$ cat config.mk
export PLATFORM = sky130hd
export DESIGN_NAME = switch_box_cfg
export DESIGN_NICKNAME = d
export VERILOG_FILES = /design/src/rtl/switch_box_cfg.sv
export SDC_FILE = /design/constraint.sdc
export NUM_CORES = 1
export LEC_CHECK = 0
export ABC_AREA = 1
export BUFFER_PORTS_ARGS = -buffer_cell sky130_fd_sc_hd__buf_2
export CORE_MARGIN = 2
export CORE_UTILIZATION = 30
export DETAILED_ROUTE_END_ITERATION = 8
export PLACE_DENSITY = 0.48
export SETUP_SLACK_MARGIN = 0.3
export SLEW_MARGIN = 20
export SYNTH_ARGS = -nofsm -noshare
export SYNTH_HDL_FRONTEND = slang
export SYNTH_SLANG_ARGS = --single-unit
export TNS_END_PERCENT = 20
$ cat constraint.sdc
create_clock -name clock -period 1.55 [get_ports clock]
set_clock_uncertainty 0.1 [all_clocks]
set_input_delay 0 -clock clock [delete_from_list [all_inputs] [get_ports clock]]
set_output_delay 0 -clock clock [all_outputs]
set_load 0.1 [all_outputs]
$ cat src/rtl/switch_box_cfg.sv
// Wilton switch box routing W tracks between N/E/S/W and into the LE cluster,
// configured through a double-buffered serial chain committed atomically.
module switch_box_cfg #(
   parameter int CHANNEL_WIDTH    = 2,
   parameter int LE_OUTPUTS       = 1,
   parameter int LE_INPUTS        = 2,
   parameter int REGISTER_OUTPUTS = 0
) (
   input  logic                     clock,
   input  logic                     nreset,
   input  logic [CHANNEL_WIDTH-1:0] data_north_in,
   input  logic [CHANNEL_WIDTH-1:0] data_east_in,
   input  logic [CHANNEL_WIDTH-1:0] data_south_in,
   input  logic [CHANNEL_WIDTH-1:0] data_west_in,
   output logic [CHANNEL_WIDTH-1:0] data_north_out,
   output logic [CHANNEL_WIDTH-1:0] data_east_out,
   output logic [CHANNEL_WIDTH-1:0] data_south_out,
   output logic [CHANNEL_WIDTH-1:0] data_west_out,
   input  logic [LE_OUTPUTS-1:0]    data_from_les,
   output logic [LE_INPUTS-1:0]     data_to_les,
   input  logic                     config_in,
   input  logic                     config_enable,
   input  logic                     config_commit,
   output logic                     config_out,
   output logic                     config_valid,
   output logic                     config_error
);
   localparam int W            = CHANNEL_WIDTH;
   localparam int L            = LE_OUTPUTS;
   localparam int SEL_SIDE     = $clog2(L + 3);
   localparam int SEL_LE       = $clog2(L + 4 * W);
   localparam int CONFIG_WIDTH = 4 * W * SEL_SIDE + LE_INPUTS * SEL_LE;
   localparam int CNT_W        = $clog2(CONFIG_WIDTH + 1);
   localparam int SIDE_SRC     = 2 ** SEL_SIDE;
   localparam int LE_SRC       = 2 ** SEL_LE;

   logic [CONFIG_WIDTH-1:0] shadow;
   logic [CONFIG_WIDTH-1:0] active;
   logic [CNT_W-1:0]        bit_count;
   logic [4*W-1:0]          track_in;
   logic [4*W-1:0]          side_route;
   logic [4*W-1:0]          side_q;
   logic [LE_INPUTS-1:0]    le_route;
   logic [LE_INPUTS-1:0]    le_q;

   // Side order 0..3 = north, east, south, west, matching the config layout.
   assign track_in = {data_west_in, data_south_in, data_east_in, data_north_in};

   // NOTE: configuration is plain flops, not a memory, so every bit gets the async reset
   // and a reset mid-shift leaves no partial pattern behind.
   always_ff @(posedge clock or negedge nreset) begin
      if (!nreset) begin
         shadow       <= '0;
         active       <= '0;
         bit_count    <= '0;
         config_valid <= 1'b0;
         config_error <= 1'b0;
      end else begin
         // NOTE: non-blocking so commit copies the shadow value from before this edge.
         config_error <= 1'b0;
         if (config_commit) begin
            bit_count <= '0;
            if (bit_count == CNT_W'(CONFIG_WIDTH)) begin
               active       <= shadow;
               config_valid <= 1'b1;
            end else begin
               config_error <= 1'b1;
            end
         end else if (config_enable) begin
            shadow <= {shadow[CONFIG_WIDTH-2:0], config_in};
            if (bit_count != CNT_W'(CONFIG_WIDTH))
               bit_count <= bit_count + CNT_W'(1);
         end
      end
   end

   assign config_out = shadow[CONFIG_WIDTH-1];

   // Each side mux sees: LE outputs, then the clockwise neighbour (A), the opposite
   // side (B) and the anticlockwise neighbour (C); N/S and E/W swap the index twists.
   for (genvar d = 0; d < 4; d++) begin : g_side
      for (genvar i = 0; i < W; i++) begin : g_track
         localparam int ROT = (W - i) % W;
         localparam int NXT = (i + 1) % W;
         localparam int IA  = (d % 2 == 0) ? ROT : NXT;
         localparam int IC  = (d % 2 == 0) ? NXT : ROT;
         localparam int SA  = (d + 1) % 4;
         localparam int SB  = (d + 2) % 4;
         localparam int SC  = (d + 3) % 4;
         logic [SEL_SIDE-1:0] sel;
         logic [SIDE_SRC-1:0] src;
         assign sel = active[(d*W+i)*SEL_SIDE +: SEL_SIDE];
         assign src = SIDE_SRC'({track_in[SC*W+IC], track_in[SB*W+i],
                                 track_in[SA*W+IA], data_from_les});
         assign side_route[d*W+i] = src[sel] & config_valid;
      end
   end

   for (genvar j = 0; j < LE_INPUTS; j++) begin : g_le
      logic [SEL_LE-1:0] sel;
      logic [LE_SRC-1:0] src;
      assign sel = active[4*W*SEL_SIDE + j*SEL_LE +: SEL_LE];
      // Zero-extension makes every out-of-range select read 0.
      assign src = LE_SRC'({data_north_in, data_east_in, data_south_in,
                            data_west_in, data_from_les});
      assign le_route[j] = src[sel] & config_valid;
   end

   if (REGISTER_OUTPUTS != 0) begin : g_reg
      always_ff @(posedge clock or negedge nreset) begin
         if (!nreset) begin
            side_q <= '0;
            le_q   <= '0;
         end else begin
            side_q <= side_route;
            le_q   <= le_route;
         end
      end
   end else begin : g_comb
      assign side_q = side_route;
      assign le_q   = le_route;
   end

   assign data_north_out = side_q[0*W +: W];
   assign data_east_out  = side_q[1*W +: W];
   assign data_south_out = side_q[2*W +: W];
   assign data_west_out  = side_q[3*W +: W];
   assign data_to_les    = le_q;

endmodule

Word-level counts from Yosys, hierarchy flattened
Cells that the tools add are included.
Widths: inputs -> output; s select.

word-level totals
  word-level logic and storage cells = 59
  input bits = 14
  RAM bits = 0
  memories = 0
  output and inout bits = 13
  bits in latches = 0
  bits in registers = 55
  bits in read-only memories = 0

cells by class
  equal/unequal tests = 2
  reductions and logical operators = 5
  multiplexer cells = 25
  bitwise operators = 11
  multiply operators = 0
  $lt $le $gt $ge = 10
  div/mod/pow operators = 0
  $add $sub $neg = 1
  shift-type cells = 0

operators by type and width
  cell                 number
  $lt 2x3->1 const B   8
  $bmux 1 s2           8
  $mux 5               3
  $mux 1               12
  $and 1x1->1          10
  $lt 4x5->1 const B   2
  $bmux 1 s4           2
  $reduce_and 2->1     3
  $add 5x1->5 const B  1
  $eq 5x5->1 const B   1
  $ne 5x5->1 const B   1
  $reduce_bool 2->1    2
  $not 1->1            1

Logic depth before layout (Yosys ltp)
Gate-level depths: netlist of the first run.

  word-level depth = 4
  depth in mapped cells = 9
  gate-level depth less buffers = 7

Worst setup path after synthesis of the first run
Ideal clock, no wire load.

  path type = register -> output
  start = register config_valid
  end = output port data_east_out[0]
  arrival = 2.732 ns
  path buffers = 1
  stages on the path, launching flop included = 4
  setup slack = -1.282 ns
  data required time = 1.450 ns
  cell sequence = dfrtp_1 -> inv_1 -> clkbuf_1 -> a21oi_1

on the way
  longest elaborated chain between the ends = 1

RTL lines
  item                      line  RTL
  start: declaration        25    output logic config_valid,
  start signal: assignment  56    config_valid <= 1'b0;
  start signal: assignment  65    config_valid <= 1'b1;
  $and 1x1->1               95    assign side_route[d*W+i] = src[sel] & config_valid;
  end: declaration          16    output logic [CHANNEL_WIDTH-1:0] data_east_out,

No other way between the ends.

Worst setup path in the final report of the first run
  start = register active[20]
  end = output port data_to_les[1]

on the way
  longest elaborated chain between the ends = 3

RTL lines
  item                          line  RTL
  start: declaration            38    logic [CONFIG_WIDTH-1:0] active;
  start signal: assignment      64    active <= shadow;
  $bmux 1 s4                    106   assign le_route[j] = src[sel] & config_valid;
  $mux 1 (implied by the code)  106
  $and 1x1->1                   106
  end: declaration              20    output logic [LE_INPUTS-1:0] data_to_les,

No other way between the ends. The select of a mux whose other input is x is not followed.

==> results by group, run 1 <==
Floorplanning
  – DIE HEIGHT: 96.8 um
  – Core area: 0.00830 mm^2
  – Die Footprint: 0.00937 mm^2
  – I/O pins: 27
  – Row count: 33
  – Initial Util: 31.1%
  – Die Width: 96.8 um

Run
  – Max-cap violations: 0

Yosys
  – Mapped Cells: 308
  – Synth Warn #: 0
  – Register bit total from synthesis: 55
  – Post-synth ARST share: 100%
  – Post-synthesis sequential area ratio: 53.3%
  – Synth Cell Area: 0.00258 mm^2
  – Most common cell in the netlist: nand2_1
  – Area share of the largest cell type after synthesis: 53.3%
  – Synth top cells by count: 68 x nand2_1, 55 x dfrtp_1, 53 x o21ai_0
  – Area leader, netlist: dfrtp_1
  – Syn_nets: 324
  – Mean Syn Cell Area: 8.38 um^2
  – Synth area leaders: dfrtp_1 53%, o21ai_0 10%, nand2_1 9.9%
  – Distinct cells, synth: 23
  – Post-synth EDFFs: 0
  – Predominant post-synthesis flop cell: dfrtp_1

Detailed routing
  – Total Wirelength: 6200 um
  – Routed len/inst: 13.4 um
  – Via-per-instance ratio: 4.78
  – Drt pass-1 iters: 4
  – Initial DRC Count: 124
  – Antenna Nets Post-Route: 0
  – DRC errors left: 0
  – Vias post-DR: 2209

Pwr
  – VDD IR max: 0.429 mV
  – Power density over the cells: 841 mW/mm^2
  – Pleak: 1.60 nW

STA
  – # setup viols final: 2
  – RSZ-0062 raised after global routing: yes
  – Hold Slack: 0.0166 ns
  – Worst-Margin Slew: 0.484 ns
  – Final Max Slew Viols: 0
  – Fmax: 0.616 GHz
  – Final Worst Setup Slack: -0.0733 ns
  – Final cycle utilization of the critical path: 105%
  – Final hold viol count: 0
  – Slew HR: 68.0%
  – Post-layout min period: 1.62 ns

Critical path
  – Slowest CP cell: dfrtp_2
  – R2r endpoint: active[17]
  – Worst EP required: 1.45 ns
  – Cell family with most CP delay: flip-flops
  – CP Data Arrival Time: 1.52 ns
  – CP Depth: 7
  – CP bufs+invs: 2
  – Reg2reg start: bit_count[0]
  – Crit path max fanout: 4
  – Critical Path Source Type: flop
  – Crit. End Element: primary output
  – Worst-case reg-to-reg path depth: 8
  – WS Path Type: flop to primary output
  – Max stage delay on crit path: 0.45 ns
  – R2R setup slack: 0.07 ns
  – Critical-path cell list: buf_6 > o21ai_2 > nand3_1 > nand2_1 > nand2_2 > nor2_4 > buf_12

Run status
  – Status: finished with violations
  – Failing checks: negative setup slack

Clock tree
  – Worst skew pair latency: 0.32 ns
  – Clock slew at reported path FFs: 0.10 ns
  – Deepest level of the CTS H-tree: 2
  – Cts bufs inserted: 5
  – Worst-case clock buffer depth: 2
  – CTS tree: done
  – Root Buffer: clkbuf_8
  – CTS sink cnt: 55

Finish
  – Ratio of cells with drive above 1 in the final layout: 43.4%
  – Final Util: 45.0%
  – Number of non-filler instances in the completed layout: 462
  – Diode count: 0
  – Syn-to-layout area delta: 44.6%
  – Final Cell Area: 0.00373 mm^2
  – Final #Nets: 372

Global route
  – Total GRT Usage: 13.9%
  – Vias in the first global route: 2171
  – Largest net degree at the start of global routing: 56
  – First-pass GRT wire length: 10700 um
  – Initial antenna violation count: 0
  – Total grt overflow: 0

Placement
  – DP Area: 0.00312 mm^2
  – Placed cell count: 432
  – GP Congestion: 0.819
  – DP Worst Slack: 0.0690 ns
  – Post-DP HPWL: 4200 um
  – # port buffers: 26

Worst hold path
  – Depth of the worst hold-timing path: 4
  – Hold path startpoint: config_commit
  – Hold endpoint: bit_count[1]
  – Hold crit path type: input pin to flop
## cells in the final DEF, fill, tap and decap left out, types with 6 or more instances in the layout
master    count
nand2_1      40
o21ai_0      26
a21oi_1       6
buf_2        14
a21oi_4       9
nand3_1       7
buf_4        18
nand2_2      15
dfrtp_1      45
nand2_4      14
dfrtp_2       9
buf_12       14
a21oi_2      10
inv_2         6
o21ai_1      16
o21ai_2      21
o211ai_1      8
inv_1        39
## registers in the layout, indices dropped and copies added (netlist names)
| register | count |
|---|---|
| config_valid | 1 |
| config_error | 1 |
| active | 24 |
| shadow | 24 |
| bit_count | 5 |
## final cells by class
class                           instances  area, um^2
Clock buffer                            5        68.8
Fill cell                             811        4560
Multi-Input combinational cell        195        1380
Clock inverter                          3        28.8
Sequential cell                        55        1390
Tap cell                              105         131
Inverter                               45         169
Timing Repair Buffer                   54         569
## worst max-delay path by stage
stage	startpoint	endpoint	slack, ns
3_3_place_gp	bit_count[0]	active[14]	0.11
2_1_floorplan	config_valid	data_east_out[0]	0.04
5_1_grt	active[20]	data_to_les[1]	-0.15
6_report	active[20]	data_to_les[1]	-0.07
3_5_place_dp	bit_count[0]	active[13]	0.07
4_1_cts	active[20]	data_to_les[1]	-0.08
## timing repair
| item | 4_1_cts | 5_1_grt |
|---|---|---|
| setup endpoints to repair | 42 | 40 |
| hold buffers | 5 | 0 |
| pin swaps | 23 | 40 |
| hold endpoints to repair | 62 | 0 |
| setup buffers | 6 | 11 |
| gates resized for setup | 81 | 47 |
## tightest hold or removal path: stages
cell and delay, ns:
buf_2 0.09, inv_1 0.14, nand3_2 0.12, o21ai_2 0.05
## report_power, final
group / switching [mW] / total [mW] / leakage (nW) / internal (mW)
logic: 0.431 / 0.644 / 0.825 / 0.213
registers: 0.0771 / 1.65 / 0.720 / 1.57
clock network: 0.514 / 0.850 / 0.0502 / 0.336
## per-stage QoR
stage / power (mW) / setup TNS, ns
2_1_floorplan: 2.05 / 0
5_1_grt: 3.33 / -0.382
3_3_place_gp: 2.25 / 0
3_5_place_dp: 2.26 / 0
4_1_cts: 3.17 / -0.141
6_report: 3.14 / -0.130
## cells by family after synthesis
logic type                 synth area share, %
AOI/OAI and AO/OA                         20.4
and+or+nand+nor                           15.6
buffers and inverters                     9.64
DFF                                       53.3
adders and majority gates                0.969
## per-layer routing
layer,track usage [%],part of all wire (%),vias up
met5,0,0,-
met4,3.58,1.1,0
met3,2.82,3.5,7
met2,21.6,47,32
met1,19.9,48,1062
li1,-,-,1108
Note: power is estimated with default switching activity, not from simulation.
==> run 2: changes to the inputs <==
REMOVE_ABC_BUFFERS = 1   (was not set)
==> run 2 against run 1 <==
The run still ends with negative setup slack left; clock power grew 16%; non-clock buffer count down 6; sequential power barely moved; global-route usage down 1.3 points; first-iteration DRC count down 16%; cell count down 1.3%; total power up 3.5%; critical path type unchanged; utilization is 2.3 points lower.
==> results by group, run 2 (synthesis results as in run 1) <==
Floorplanning
  – Die Footprint: 0.00937 mm^2 (unchanged)
  – Die Width: 96.8 um (unchanged)
  – Core area: 0.00830 mm^2 (unchanged)
  – Initial Util: 31.1% (unchanged)
  – Row count: 33 (unchanged)
  – DIE HEIGHT: 96.8 um (unchanged)
  – I/O pins: 27 (unchanged)

Finish
  – Final #Nets: 366 (-1.6%)
  – Ratio of cells with drive above 1 in the final layout: 34.8% (-8.7 points)
  – Number of non-filler instances in the completed layout: 456 (-1.3%)
  – Diode count: 0 (unchanged)
  – Final Cell Area: 0.00354 mm^2 (-5.2%)
  – Commonest non-fill, non-tap cell in the layout: dfrtp_1
  – Commonest cells after routing, fill and taps aside: 50 x dfrtp_1, 49 x nand2_1, 38 x inv_1
  – Top Registers: active: 24 flops, shadow: 24 flops, bit_count: 5 flops
  – Final Util: 42.7% (-2.3 points)
  – Syn-to-layout area delta: 37.2%

Pwr
  – Switch share: 29.5% (-3.0 points)
  – VDD IR max: 0.338 mV (-21%)
  – Power density over the cells: 918 mW/mm^2 (+9.1%)
  – Sequential Power Share: 50.6% (-1.8 points)
  – Psw: 0.959 mW (-6.2%)
  – Clock share of power: 30.3% (+3.2 points)
  – Combinational power share: 19.0% (-1.5 points)
  – Pleak: 1.54 nW (-3.7%)
  – Total internal power: 2.29 mW (+8.2%)

Detailed routing
  – Initial DRC Count: 104 (-16%)
  – Total Wirelength: 5880 um (-5.1%)
  – Via-per-instance ratio: 4.72 (-1.2%)
  – Antenna Nets Post-Route: 0 (unchanged)
  – DRC errors left: 0 (unchanged)
  – Vias post-DR: 2154 (-2.5%)
  – Routed len/inst: 12.9 um (-3.9%)
  – Drt pass-1 iters: 4 (unchanged)

Placement
  – # port buffers: 26 (unchanged)
  – DP Worst Slack: 0.0855 ns (+0.0166 ns)
  – Post-DP HPWL: 3880 um (-7.8%)
  – Placed cell count: 430 (-0.46%)
  – GP Congestion: 0.756 (-7.7%)
  – DP Area: 0.00299 mm^2 (-4.1%)

Critical path
  – CP Data Arrival Time: 1.51 ns (about the same)
  – R2r endpoint: active[7]
  – Worst-case reg-to-reg path depth: 8 (unchanged)
  – Slowest CP cell: dfrtp_2
  – R2R setup slack: 0.10 ns (+0.03 ns)
  – Max stage delay on crit path: 0.47 ns (+0.02 ns)
  – Reg2reg start: bit_count[0]
  – Crit path max fanout: 7 (+3)
  – Worst EP required: 1.45 ns (about the same)
  – Critical-path cell list: buf_4 > nor2_1 > nand4_1 > a21oi_2 > buf_12
  – WS Path Type: flop to primary output
  – Critical Path Source Type: flop
  – Crit. End Element: primary output

Clock tree
  – CTS tree: done
  – Root Buffer: clkbuf_8
  – Deepest level of the CTS H-tree: 2 (unchanged)
  – Worst-case clock buffer depth: 2 (unchanged)
  – CTS sink cnt: 55 (unchanged)
  – Cts bufs inserted: 5 (unchanged)
  – Worst skew pair latency: 0.31 ns (about the same)
  – Clock slew at reported path FFs: 0.11 ns (about the same)

STA
  – Slew HR: 67.8% (-0.13 points)
  – Fin Setup TNS: -0.0902 ns (+0.0402 ns)
  – RSZ-0062 raised after global routing: yes
  – Post-layout min period: 1.61 ns (-0.0129 ns)
  – Final hold viol count: 0 (unchanged)
  – Worst-Margin Slew: 0.486 ns (+0.00194 ns)
  – Final Max Slew Viols: 0 (unchanged)
  – Final Worst Setup Slack: -0.0605 ns (+0.0129 ns)
  – # setup viols final: 2 (unchanged)
  – Fmax: 0.621 GHz (+0.80%)
  – Final cycle utilization of the critical path: 104% (-0.83 points)

Global route
  – First-pass GRT wire length: 9720 um (-9.1%)
  – Total grt overflow: 0 (unchanged)
  – Largest net degree at the start of global routing: 56 (unchanged)
  – Vias in the first global route: 2085 (-4.0%)
  – Total GRT Usage: 12.6% (-1.3 points)
  – Initial antenna violation count: 0 (unchanged)

Run status
  – Status: finished with violations
  – Failing checks: negative setup slack

Worst hold path
  – Hold path startpoint: config_commit
  – Depth of the worst hold-timing path: 4 (unchanged)
  – Hold endpoint: config_valid
  – Hold crit path type: input pin to flop

Run
  – Max-cap violations: 0 (unchanged)
[run 2: cell types whose count changed in the layout (fill, tap and decap cells not counted), sizes merged]
cell	previous run	this run
buf	49	43
clkbuf	5	8
dlygate4sd3	5	3
inv	46	44
bufinv	0	1
clkinv	2	1
clkinvlp	0	1
[run 2: metrics by stage]
stage          hold slack, ns  power [mW]
6_report               0.0680        3.25
5_1_grt                0.0782        3.42
4_1_cts                0.0377        3.28
3_5_place_dp          -0.0738        2.24
3_3_place_gp          -0.0736        2.23
2_1_floorplan          -0.396        2.02
[run 2: repair_timing]
item,4_1_cts,5_1_grt
gates resized for setup,63,46
pin swaps,26,40
setup buffers,8,7
hold endpoints to repair,61,0
hold buffers,3,0
endpoints found under the setup margin,41,41
[run 2: power by group through the flow]
stage               Clock (mW)  Sequential, mW  Combinational, mW
detailed placement           0            1.67              0.566
global placement             0            1.67              0.560
global route              1.06            1.67              0.689
CTS                       1.02            1.65              0.609
floorplan                    0            1.71              0.311
finish                   0.987            1.65              0.618
[run 2: worst max-delay path: cells and delay by family, from the launching register on]
| family | cells | cell delay [ns] |
|---|---|---|
| buf+inv | 2 | 0.35 |
| compound gates | 1 | 0.22 |
| simple gates | 2 | 0.17 |
| flops | 1 | 0.47 |
[run 2: worst max path at each step]
stage                 startpoint          endpoint  slack, ns  depth (start not counted)
finish                active[16]    data_to_les[0]      -0.06                          5
global route          active[16]    data_to_les[0]      -0.18                          7
CTS                   active[16]    data_to_les[0]      -0.08                          7
detailed placement  bit_count[0]        active[19]       0.09                          8
global placement      active[16]    data_to_les[0]        0.1                          7
floorplan           config_valid  data_east_out[0]      -1.32                          2
[run 2: layout make-up]
class	instances	area, um^2
Multi-Input combinational cell	195	1200
Timing Repair Buffer	48	533
Fill cell	820	4760
Tap cell	105	131
Sequential cell	55	1380
Inverter	45	173
Clock inverter	2	35.0
Clock buffer	6	82.6
[run 2: layer usage]
metal | share of wire [%] | track usage [%] | vias to the layer above
met1 | 49 | 16.6 | 1016
met3 | 3.9 | 2.89 | 6
li1 | - | - | 1093
met5 | 0 | 0 | -
met2 | 46 | 20.4 | 39
met4 | 1.3 | 4.23 | 0
==> run 3: changes to the inputs <==
CORE_UTILIZATION = 35   (was 30)
PLACE_DENSITY = 0.54   (was 0.48)
==> run 3 against run 2 <==
The flow still finishes with violations (negative setup slack); clock power grew 12%; sequential share of layout area grew 2.7 points; flip-flop and latch count is the same; total power grew 3.2%; critical path depth is the same; worst hold slack lost 0.045 ns; setup slack lost 0.014 ns; cell count shrank 3.7%; non-clock buffer count shrank 11.
==> results by group, run 3 (synthesis results as in run 1) <==
STA
  – Final cycle utilization of the critical path: 105% (+0.91 points)
  – Hold Slack: 0.0232 ns (-0.0447 ns)
  – # setup viols final: 5 (+3)
  – Post-layout min period: 1.62 ns (+0.0142 ns)
  – RSZ-0062 raised after global routing: yes
  – Final Worst Setup Slack: -0.0746 ns (-0.0142 ns)
  – Slew HR: 67.9% (+0.090 points)
  – Final hold viol count: 0 (unchanged)
  – Worst-Margin Slew: 0.485 ns (-0.00136 ns)
  – Fmax: 0.616 GHz (-0.87%)
  – Final Max Slew Viols: 0 (unchanged)

Pwr
  – Pleak: 1.45 nW (-5.4%)
  – Switch share: 28.3% (-1.2 points)
  – Overall power: 3.36 mW (+3.2%)
  – Total internal power: 2.41 mW (+4.9%)
  – VDD IR max: 0.414 mV (+22%)
  – Clock share of power: 33.2% (+2.9 points)
  – Power density over the cells: 1010 mW/mm^2 (+10%)
  – Sequential Power Share: 49.0% (-1.6 points)
  – Psw: 0.950 mW (-0.95%)
  – Combinational power share: 17.7% (-1.3 points)

Finish
  – Final Cell Area: 0.00331 mm^2 (-6.5%)
  – Top Registers: active: 24 flops, shadow: 24 flops, bit_count: 5 flops
  – Fill cells: 726 (-11%)
  – Ratio of cells with drive above 1 in the final layout: 24.1% (-11 points)
  – Final #Nets: 355 (-3.0%)
  – Number of non-filler instances in the completed layout: 439 (-3.7%)
  – Commonest cells after routing, fill and taps aside: 58 x nand2_1, 52 x dfrtp_1, 40 x inv_1
  – Diode count: 0 (unchanged)
  – Syn-to-layout area delta: 28.2%
  – Commonest non-fill, non-tap cell in the layout: nand2_1

Critical path
  – WS Path Type: flop to primary output
  – Crit path max fanout: 6 (-1)
  – CP bufs+invs: 2 (unchanged)
  – Max stage delay on crit path: 0.46 ns (about the same)
  – Critical-path cell list: buf_4 > nor2_1 > nand4_1 > a21oi_2 > buf_12
  – Crit. End Element: primary output
  – Reg2reg start: bit_count[0]
  – Worst EP required: 1.45 ns (about the same)
  – R2R setup slack: 0.10 ns (about the same)
  – Cell family with most CP delay: flip-flops
  – CP Data Arrival Time: 1.52 ns (about the same)
  – Worst-case reg-to-reg path depth: 8 (unchanged)
  – Worst Setup SP: active[16]
  – Slowest CP cell: dfrtp_2
  – R2r endpoint: active[15]
  – Critical Path Source Type: flop

Worst hold path
  – Hold crit path type: input pin to flop
  – Hold path startpoint: config_commit
  – Depth of the worst hold-timing path: 4 (unchanged)
  – Hold endpoint: config_valid

Placement
  – # port buffers: 26 (unchanged)
  – Post-DP HPWL: 3770 um (-2.8%)
  – DP Area: 0.00299 mm^2 (-0.25%)
  – GP Congestion: 0.818 (+8.2%)
  – Placed cell count: 424 (-1.4%)

Clock tree
  – Cts bufs inserted: 5 (unchanged)
  – CTS sink cnt: 55 (unchanged)
  – Deepest level of the CTS H-tree: 2 (unchanged)
  – CTS tree: done
  – Root Buffer: clkbuf_8
  – Worst skew pair latency: 0.31 ns (about the same)
  – Clock slew at reported path FFs: 0.10 ns (about the same)
  – Worst-case clock buffer depth: 2 (unchanged)

Floorplanning
  – Core area: 0.00721 mm^2 (-13%)
  – Die Footprint: 0.00808 mm^2 (-14%)
  – Initial Util: 35.8% (+4.7 points)
  – DIE HEIGHT: 89.9 um (-7.1%)
  – I/O pins: 27 (unchanged)
  – Die Width: 89.9 um (-7.1%)
  – Row count: 31 (-6.1%)

Detailed routing
  – Metal-1 WL: 2780 um (-2.8%)
  – Antenna Nets Post-Route: 0 (unchanged)
  – Highest Signal Layer: met4
  – WL met3: 191 um (-17%)
  – Drt pass-1 iters: 4 (unchanged)
  – Total Wirelength: 5450 um (-7.3%)
  – Vias post-DR: 2070 (-3.9%)
  – Via-per-instance ratio: 4.72 (-0.18%)
  – Initial DRC Count: 117 (+13%)
  – Met2 WL post-DR: 2420 um (-11%)
  – Routed len/inst: 12.4 um (-3.7%)
  – DRC errors left: 0 (unchanged)

Global route
  – Total grt overflow: 0 (unchanged)
  – Total GRT Usage: 14.4% (+1.8 points)
  – Initial antenna violation count: 0 (unchanged)
  – First-pass GRT wire length: 9630 um (-0.93%)
  – Vias in the first global route: 2005 (-3.8%)
  – Largest net degree at the start of global routing: 56 (unchanged)

Run status
  – Failing checks: negative setup slack
  – Status: finished with violations

Run
  – Max-cap violations: 0 (unchanged)
==> run 3: cell count changes in the layout (fill, tap and decap cells not counted), moves of 4 or more <==
cell / previous run / this run
o21ai_0: 25 / 34
a21oi_1: 9 / 20
a21oi_2: 16 / 5
o21ai_1: 26 / 22
nand2_4: 13 / 3
nand2_1: 49 / 58
o21ai_2: 12 / 7
buf_4: 13 / 3
==> run 3: cell type report <==
class	count	area (um^2)	area share, %
inverters	45	169	5.10
clock buffers	5	68.8	2.08
multi-input cells	195	1070	32.4
repair buffers	37	429	13.0
well taps	99	124	3.74
clock inverters	3	67.6	2.04
flip-flops and latches	55	1380	41.7
==> run 3: how the worst max path moves through the flow <==
stage          cells after the start  slack [ns]               end
2_1_floorplan                      2       -1.32  data_east_out[0]
3_3_place_gp                       7        0.12    data_to_les[0]
3_5_place_dp                       8        0.09        active[23]
4_1_cts                            5       -0.08    data_to_les[0]
5_1_grt                            7       -0.16    data_to_les[1]
6_report                           5       -0.07    data_to_les[0]
==> run 3: per-stage QoR <==
stage	utilization, %	TNS (ns)	setup slack (ns)
floorplan	-	-14.41	-1.32
CTS	44.9	-0.389	-0.0813
detailed placement	41.4	0	0.0888
global placement	41.4	0	0.116
global route	45.9	-1.08	-0.159
finish	45.9	-0.207	-0.0746
==> run 3: tightest hold or removal path, stage by stage <==
cell and delay [ns]:
buf_2 0.12, nand2_4 0.07, buf_12 0.15, nand2_1 0.05
==> run 3: power groups by stage <==
stage                     clock network (mW)  registers (mW)  logic, mW
after floorplan                            0            1.71      0.311
after global placement                     0            1.67      0.556
after detailed placement                   0            1.67      0.563
after CTS                               1.15            1.65      0.598
after global routing                    1.21            1.67      0.663
final                                   1.11            1.65      0.595
==> run 3: metal layers <==
| metal | vias up | GRT usage, % |
|---|---|---|
| met4 | 0 | 4.62 |
| li1 | 1067 | - |
| met3 | 5 | 3.10 |
| met1 | 964 | 20.4 |
| met5 | - | 0 |
| met2 | 34 | 22.2 |
==> run 3: what timing repair did <==
item / CTS / global route
endpoints found under the setup margin: 40 / 42
endpoints found under the hold margin: 61 / 0
resized for setup: 38 / 23
pin swaps: 14 / 15
setup buffers: 1 / 3
hold buffers: 3 / 0
